## src/rtl/ram_port_arbiter.sv

```systemverilog
// Two-requester arbiter sharing one single-port RAM.
// Requester 0 has priority; requester 1 is forced through after MAX_WAIT denials.
module ram_port_arbiter #(
    parameter int AW       = 12,
    parameter int DW       = 16,
    parameter int MAX_WAIT = 4
) (
    input  logic          CLK,
    input  logic          RST,
    input  logic          R0_REQ,
    input  logic [AW-1:0] R0_ADDR,
    input  logic          R0_WREN,
    input  logic [DW-1:0] R0_DATA,
    output logic          R0_GNT,
    output logic [DW-1:0] R0_Q,
    output logic          R0_VALID,
    input  logic          R1_REQ,
    input  logic [AW-1:0] R1_ADDR,
    input  logic          R1_WREN,
    input  logic [DW-1:0] R1_DATA,
    output logic          R1_GNT,
    output logic [DW-1:0] R1_Q,
    output logic          R1_VALID,
    output logic [AW-1:0] RAM_ADDR,
    output logic          RAM_WREN,
    output logic [DW-1:0] RAM_DATA,
    input  logic [DW-1:0] RAM_Q,
    output logic          STARVED
);

    logic [7:0]    wait_cnt;
    logic          at_max;
    logic          gnt0;
    logic          gnt1;
    logic [AW-1:0] held_addr;
    logic [DW-1:0] held_data;
    logic          v0;
    logic          v1;
    logic [DW-1:0] q0;
    logic [DW-1:0] q1;

    assign at_max = (wait_cnt == 8'(MAX_WAIT));

    always_comb begin
        gnt0 = 1'b0;
        gnt1 = 1'b0;
        if (!RST) begin
            if (R1_REQ && at_max)
                gnt1 = 1'b1;
            else if (R0_REQ)
                gnt0 = 1'b1;
            else if (R1_REQ)
                gnt1 = 1'b1;
        end
    end

    // Idle cycles park the RAM on the last granted address/data.
    always_comb begin
        RAM_ADDR = held_addr;
        RAM_DATA = held_data;
        RAM_WREN = 1'b0;
        if (gnt0) begin
            RAM_ADDR = R0_ADDR;
            RAM_DATA = R0_DATA;
            RAM_WREN = R0_WREN;
        end else if (gnt1) begin
            RAM_ADDR = R1_ADDR;
            RAM_DATA = R1_DATA;
            RAM_WREN = R1_WREN;
        end
    end

    always_ff @(posedge CLK) begin
        if (RST) begin
            wait_cnt  <= '0;
            held_addr <= '0;
            held_data <= '0;
            v0        <= 1'b0;
            v1        <= 1'b0;
            q0        <= '0;
            q1        <= '0;
        end else begin
            if (!R1_REQ || gnt1)
                wait_cnt <= '0;
            else if (!at_max)
                wait_cnt <= wait_cnt + 8'd1;
            if (gnt0 || gnt1) begin
                held_addr <= RAM_ADDR;
                held_data <= RAM_DATA;
            end
            v0 <= gnt0 && !R0_WREN;
            v1 <= gnt1 && !R1_WREN;
            if (gnt0 && !R0_WREN)
                q0 <= RAM_Q;
            if (gnt1 && !R1_WREN)
                q1 <= RAM_Q;
        end
    end

    // Reset masks read-return outputs at once, even for an in-flight read.
    assign R0_GNT   = gnt0;
    assign R1_GNT   = gnt1;
    assign R0_VALID = v0 && !RST;
    assign R1_VALID = v1 && !RST;
    assign R0_Q     = RST ? '0 : q0;
    assign R1_Q     = RST ? '0 : q1;
    assign STARVED  = at_max && !RST;

endmodule

```

## config.mk

```make
export PLATFORM = sky130hd
export DESIGN_NAME = ram_port_arbiter
export DESIGN_NICKNAME = d
export VERILOG_FILES = /design/src/rtl/ram_port_arbiter.sv
export SDC_FILE = /design/constraint.sdc
export NUM_CORES = 1
export LEC_CHECK = 0
export ABC_AREA = 1
export CORE_UTILIZATION = 39
export CTS_CLUSTER_DIAMETER = 50
export DETAILED_ROUTE_END_ITERATION = 12
export PLACE_DENSITY = 0.73
export SLEW_MARGIN = 20
export SYNTH_ARGS = -nofsm -noshare
export SYNTH_HDL_FRONTEND = slang
export SYNTH_SLANG_ARGS = --single-unit
export TNS_END_PERCENT = 5
```

## constraint.sdc

```tcl
create_clock -name CLK -period 2.4 [get_ports CLK]
set_input_delay 0.72 -clock CLK [delete_from_list [all_inputs] [get_ports CLK]]
set_output_delay 0.72 -clock CLK [all_outputs]
set_load 0.01 [all_outputs]
```

==> results of run 1 <==
layout by cell type, fill, tap and decap left out, types with 2 or more instances in the layout:
cell type	count
inv_2	4
dlygate4sd2_1	34
inv_1	73
bufinv_16	2
clkdlybuf4s50_1	74
clkinv_2	2
buf_12	10
ha_1	2
buf_6	17
buf_4	39
xor2_1	3
nor2_4	2
buf_2	20
nor2_1	107
clkbuf_8	9
nor3b_1	2
nand3_1	70
clkinv_4	2
nand3_2	48
nand2_1	98
dfxtp_1	70
nand2_2	2
buf_16	2
kinds of logic after synthesis:
kind of cell / after synthesis / share of synthesized area
xor+xnor: 4 / 0.00997
simple gates: 333 / 0.438
flops: 70 / 0.399
buf+inv: 110 / 0.138
fa+ha+maj: 2 / 0.00712
compound gates: 4 / 0.00747
routing by layer:
layer,GRT usage,vias up,share of wire
met5,0,-,0
met3,0.0491,20,0.068
met4,0.0850,0,0.018
li1,-,1960,-
met2,0.398,147,0.49
met1,0.274,1802,0.42
how the worst max path moves through the flow:
stage                      startpoint       end  slack [ns]
after floorplan                   RST  RAM_WREN        0.01
after global placement         R0_REQ  RAM_WREN       -0.82
after detailed placement       R0_REQ  RAM_WREN       -0.88
after CTS                 wait_cnt[0]    R1_GNT       -0.12
after global routing      wait_cnt[0]  RAM_WREN       -0.18
final                     wait_cnt[0]  RAM_WREN       -0.09
worst max-delay path, cell delays in order, from the launching register on:
cell     delay (ns)
dfxtp_1        0.33
inv_1          0.05
ha_1           0.20
nand3_2        0.12
nor2_4         0.05
nand2_4        0.13
buf_12         0.16
nand2_2        0.06
o22ai_1        0.16
buf_2          0.16
power by group:
group	switching (mW)	internal (mW)	leakage (nW)
clock network	0.453	0.579	0.109
logic	0.288	0.325	2.44
registers	0.0148	1.21	0.572
total	0.756	2.12	3.12
timing repair:
action | CTS | global route
gates cloned | 2 | 0
pin swaps | 8 | 11
setup buffers | 11 | 0
resized for setup | 198 | 26
endpoints found under the setup margin | 66 | 32
flip-flops by register name (all words and copies together), names as in the netlist:
signal     cells
held_data     16
q0            16
q1            16
held_addr     12
wait_cnt       8
v0             1
v1             1
final cells by class:
cell class	instances	area, um^2
Clock inverter	6	87.6
Timing Repair Buffer	198	1900
Multi-Input combinational cell	343	1770
Sequential cell	70	1400
Clock buffer	9	124
Inverter	77	289
Tap cell	108	135
Fill cell	788	3010
==> results.toml, run 1 <==
[timing]
finalHoldViolCount = 0
max_freq_mhz = 402
slew_headroom = 0.564
worst_pin_slew_ns = 0.654
fin_crit_sh = 1.04
setup_viol = 28
fin_ws_ns = -0.0860
hold_ws_ns = 0.520
fin_crit_ns = 2.49
rsz0062_at_grt = "true"
final.setup.tns_ns = -0.663
slew_violations = 0
finClkSkew_ns = 0.00870

[detailed_routing]
avgRoutedWirePerCell_um = 13.8
remaining_drc_errors = 0
via_per_inst = 4.84
wirelength_um = 11200
antenna_left = 0
vias = 3929
drt_iter0_drc = 134
first_pass_iters = 5

[place]
place_ws_ns = -0.879
io_buffers = 143
placed_cells = 783
dpl_cell_area_um2 = 5300
hpwlAfterDp_um = 7300
gp_congestion = 0.907

[worst_setup_path]
worst_r2r_path_depth = 10
reg2reg_setup_slack_ns = 0.78
criticalPathCategory = "flip-flop to output pin"
cp_data_required_time_ns = 1.68
worst-path-max-fanout = 12
r2r_start = "wait_cnt[0]"
worst_ep_arrival_time_ns = 1.77
rr_endpoint = "q1[13]"
cp-end-kind = "output pin"
start_kind = "flip-flop"

[job]
drv_cap = 0

[global_route]
grt_pass1_wl_um = 17400
grt_max_degree = 61
grt_remaining_overflow = 0
antenna_found_initial = 0
grt.total_usage = 0.228
grt_pass1_vias = 3661

[logic_synthesis]
async_reset_ff_frac = 0
synth_cell_type_count = 25
yosysTopAreaCellShare = 0.399
ys.flop_type = "dfxtp_1"
yosysWarnings = 0
syn_area_per_cell_um2 = 6.72
synth_area_um2 = 3520
netlist_top_cells_area = "dfxtp_1 40%, nand3_1 13%, nor2_1 12%"
synth-seq-cells = 70
synth-edff-count = 0
syn_inst = 523
netlist.top_cell.by_area = "dfxtp_1"
synth_most_common_cell = "nor2_1"
synth_nets = 603
seq_area_frac_synth = 0.399
ys_top_cells_by_count = "108 x nor2_1, 100 x nand2_1, 94 x nand3_1"

[worst_hold_path]
hold_depth = 2
holdCritPathClass = "flip-flop to flip-flop"
hold_path_end = "wait_cnt[0]"
holdCritStartpoint = "wait_cnt[0]"

[floorplanning]
initial_core_util = 0.403
die_w_um = 96.9
die_area_um2 = 9400
io-pin-count = 144
die_h_um = 96.9
num_rows = 34
core_area_um2 = 8720

[clock_tree]
cts_root_buf = "clkbuf_8"
clk_latency_ns = 0.34
hold_buffers = 0
cts-htree-levels = 3
cts.clk_slew.worst_paths_ns = 0.07
cts_tree = "yes"
cts_buffer_depth = 2
cts_sinks = 70
numCtsBuffers = 9

[final_layout]
instances_no_fill = 811
utilization = 0.655
antennaDiodeCount = 0
areaGrowthSynthToFinish_pct = 62.4
finalInstanceArea_um2 = 5710
nNetsFinal = 779
drive_above_1_share = 0.232

[power_and_ir_drop]
leakagePower_nw = 3.12
ir_drop_uv = 375
power_per_cell_area_nw_per_um2 = 503
power_mw = 2.87

[outcome]
failed_checks = "negative setup slack"
status = "finished with violations"
Note: power is estimated with default switching activity, not from simulation.
==> inputs of run 2 (changes only) <==
--- a/config.mk
+++ b/config.mk
@@ -6,10 +6,13 @@
 export NUM_CORES = 1
 export LEC_CHECK = 0
 export ABC_AREA = 1
-export CORE_UTILIZATION = 39
+export CELL_PAD_IN_SITES_DETAIL_PLACEMENT = 1
+export CELL_PAD_IN_SITES_GLOBAL_PLACEMENT = 1
+export CORE_UTILIZATION = 26
 export CTS_CLUSTER_DIAMETER = 50
 export DETAILED_ROUTE_END_ITERATION = 12
-export PLACE_DENSITY = 0.73
+export MAX_ROUTING_LAYER = met4
+export PLACE_DENSITY = 0.75
 export SLEW_MARGIN = 20
 export SYNTH_ARGS = -nofsm -noshare
 export SYNTH_HDL_FRONTEND = slang
==> constraint.sdc (replaced) <==
create_clock -name CLK -period 2.2 [get_ports CLK]
set_input_delay 0.66 -clock CLK [delete_from_list [all_inputs] [get_ports CLK]]
set_output_delay 0.66 -clock CLK [all_outputs]
set_load 0.01 [all_outputs]
==> run 2 against run 1 <==
The run still ends with negative setup slack left. Cell count is 10% higher. Clock-buffer cell count is 5 higher. Largest cell class unchanged. Sequential power is 9% higher. Power is 22% higher. Register-to-register slack worse by 0.36 ns.
==> results.toml, run 2 (same netlist as run 1, synthesis figures left out) <==
[detailed_routing]
via_per_inst = 4.57
vias = 4097
first_pass_iters = 4
remaining_drc_errors = 0
wirelength_um = 14500
antenna_left = 0
avgRoutedWirePerCell_um = 16.2
drt_iter0_drc = 122

[floorplanning]
die_area_um2 = 14000
initial_core_util = 0.267
io-pin-count = 144
core_area_um2 = 13200
die_h_um = 118
num_rows = 42
die_w_um = 118

[clock_tree]
clk_latency_ns = 0.33
cts.clk_slew.worst_paths_ns = 0.06
cts-htree-levels = 3
numCtsBuffers = 9
cts_buffer_depth = 2
cts_sinks = 70
cts_tree = "yes"
cts_root_buf = "clkbuf_16"

[power_and_ir_drop]
ir_drop_uv = 272
p_sw_frac = 0.267
p_sw_mw = 0.940
p_comb_frac = 0.227
power_per_cell_area_nw_per_um2 = 560
p_int_mw = 2.58
leakagePower_nw = 3.31
power_mw = 3.52
seq_power_share = 0.382
clkPwrFrac = 0.391

[timing]
hold_ws_ns = 0.511
fin_crit_ns = 2.43
rsz0062_at_grt = "true"
slew_violations = 0
finalHoldViolCount = 0
fin_crit_sh = 1.11
max_freq_mhz = 411
slew_headroom = 0.550
fin_ws_ns = -0.232
worst_pin_slew_ns = 0.676
finClkSkew_ns = 0.00569
final.setup.tns_ns = -5.80
setup_viol = 31

[worst_hold_path]
hold_path_end = "wait_cnt[0]"
hold_depth = 2
holdCritStartpoint = "wait_cnt[0]"
holdCritPathClass = "flip-flop to flip-flop"

[worst_setup_path]
crit_chain = "nor2_2 -> nand2_2 -> o21ai_4 -> buf_12 -> buf_6 -> nand3_1 -> nand3_2 -> buf_6"
crit_buf_inv = 3
r2r_start = "wait_cnt[7]"
worst-path-max-fanout = 5
cp_slowest_cell = "dfxtp_1"
crit_top_cell = "buf_6"
cp-end-kind = "output pin"
rr_endpoint = "held_data[7]"
worst_r2r_path_depth = 11
criticalPathCategory = "flip-flop to output pin"
cp_slowest_stage_delay_ns = 0.33
cp_top_family = "simple AND/OR/NAND/NOR gates"
worst_ep_arrival_time_ns = 1.77
start_kind = "flip-flop"
cp_data_required_time_ns = 1.54
reg2reg_setup_slack_ns = 0.42

[outcome]
failed_checks = "negative setup slack"
status = "finished with violations"

[final_layout]
antennaDiodeCount = 0
nFillCells = 1616
finalInstanceArea_um2 = 6270
nNetsFinal = 796
utilization = 0.476
final_common_cell = "nor2_1"
drive_above_1_share = 0.276
instances_no_fill = 896
top_regs = "held_data x16, q0 x16, q1 x16"
layout_common_cells = "106 x nor2_1, 97 x nand2_1, 74 x clkdlybuf4s50_1, 71 x inv_1, 68 x dfxtp_1"
areaGrowthSynthToFinish_pct = 78.5

[global_route]
grt_pass1_wl_um = 21900
grt_remaining_overflow = 0
antenna_found_initial = 0
grt.total_usage = 0.203
grt_max_degree = 61
grt_pass1_vias = 4350

[place]
gp_congestion = 0.870
io_buffers = 143
hpwlAfterDp_um = 8840
place_ws_ns = -0.900
placed_cells = 858
dpl_cell_area_um2 = 5450

[job]
drv_cap = 0
## run 2: timing repair
| action | 4_1_cts | 5_1_grt |
|---|---|---|
| pin swaps | 8 | 8 |
| gates cloned | 3 | 1 |
| resized for setup | 236 | 37 |
| setup endpoints to repair | 66 | 31 |
| hold buffers | 0 | 0 |
| buffers inserted | 13 | 6 |
## run 2: worst max-delay path by stage
| stage | from | to | cells after the start |
|---|---|---|---|
| CTS | wait_cnt[1] | RAM_DATA[12] | 9 |
| floorplan | RST | RAM_ADDR[0] | 7 |
| global route | wait_cnt[7] | RAM_ADDR[2] | 8 |
| finish | wait_cnt[7] | RAM_ADDR[8] | 8 |
| global placement | RST | RAM_DATA[0] | 7 |
| detailed placement | RST | RAM_DATA[5] | 7 |
## run 2: metal layers
layer  share of wire  vias up  routed length, um  global-route usage
li1                -     1990                  -                   -
met1            0.38     1950               5590               0.219
met2            0.52      132               7580               0.366
met3           0.076       25               1100              0.0487
met4           0.018        0                260              0.0641
met5               0        -                  0                   -
## run 2: power by group through the flow
stage / clock network (mW) / logic (mW) / registers, mW
6_report: 1.38 / 0.797 / 1.34
2_1_floorplan: 0 / 0.274 / 1.36
5_1_grt: 1.45 / 0.857 / 1.35
3_5_place_dp: 0 / 0.678 / 1.37
3_3_place_gp: 0 / 0.664 / 1.37
4_1_cts: 1.39 / 0.734 / 1.34
## run 2: layout make-up
cell class	count	area (um^2)	area share
Timing Repair Buffer	215	2200	0.350
Multi-Input combinational cell	343	1890	0.301
Sequential cell	70	1400	0.224
Inverter	77	294	0.0469
Clock buffer	14	264	0.0421
Tap cell	176	220	0.0351
Clock inverter	1	5.00	0.000798
## run 2: worst register-to-register path: stages (launching register included)
cell and delay, ns:
dfxtp_1 0.33, nor2_2 0.17, nand2_2 0.13, nor2_4 0.16
nand2_4 0.10, buf_4 0.20, nand3_1 0.10, nand3_2 0.09
buf_4 0.14, buf_4 0.12, nand2_1 0.06, inv_1 0.07
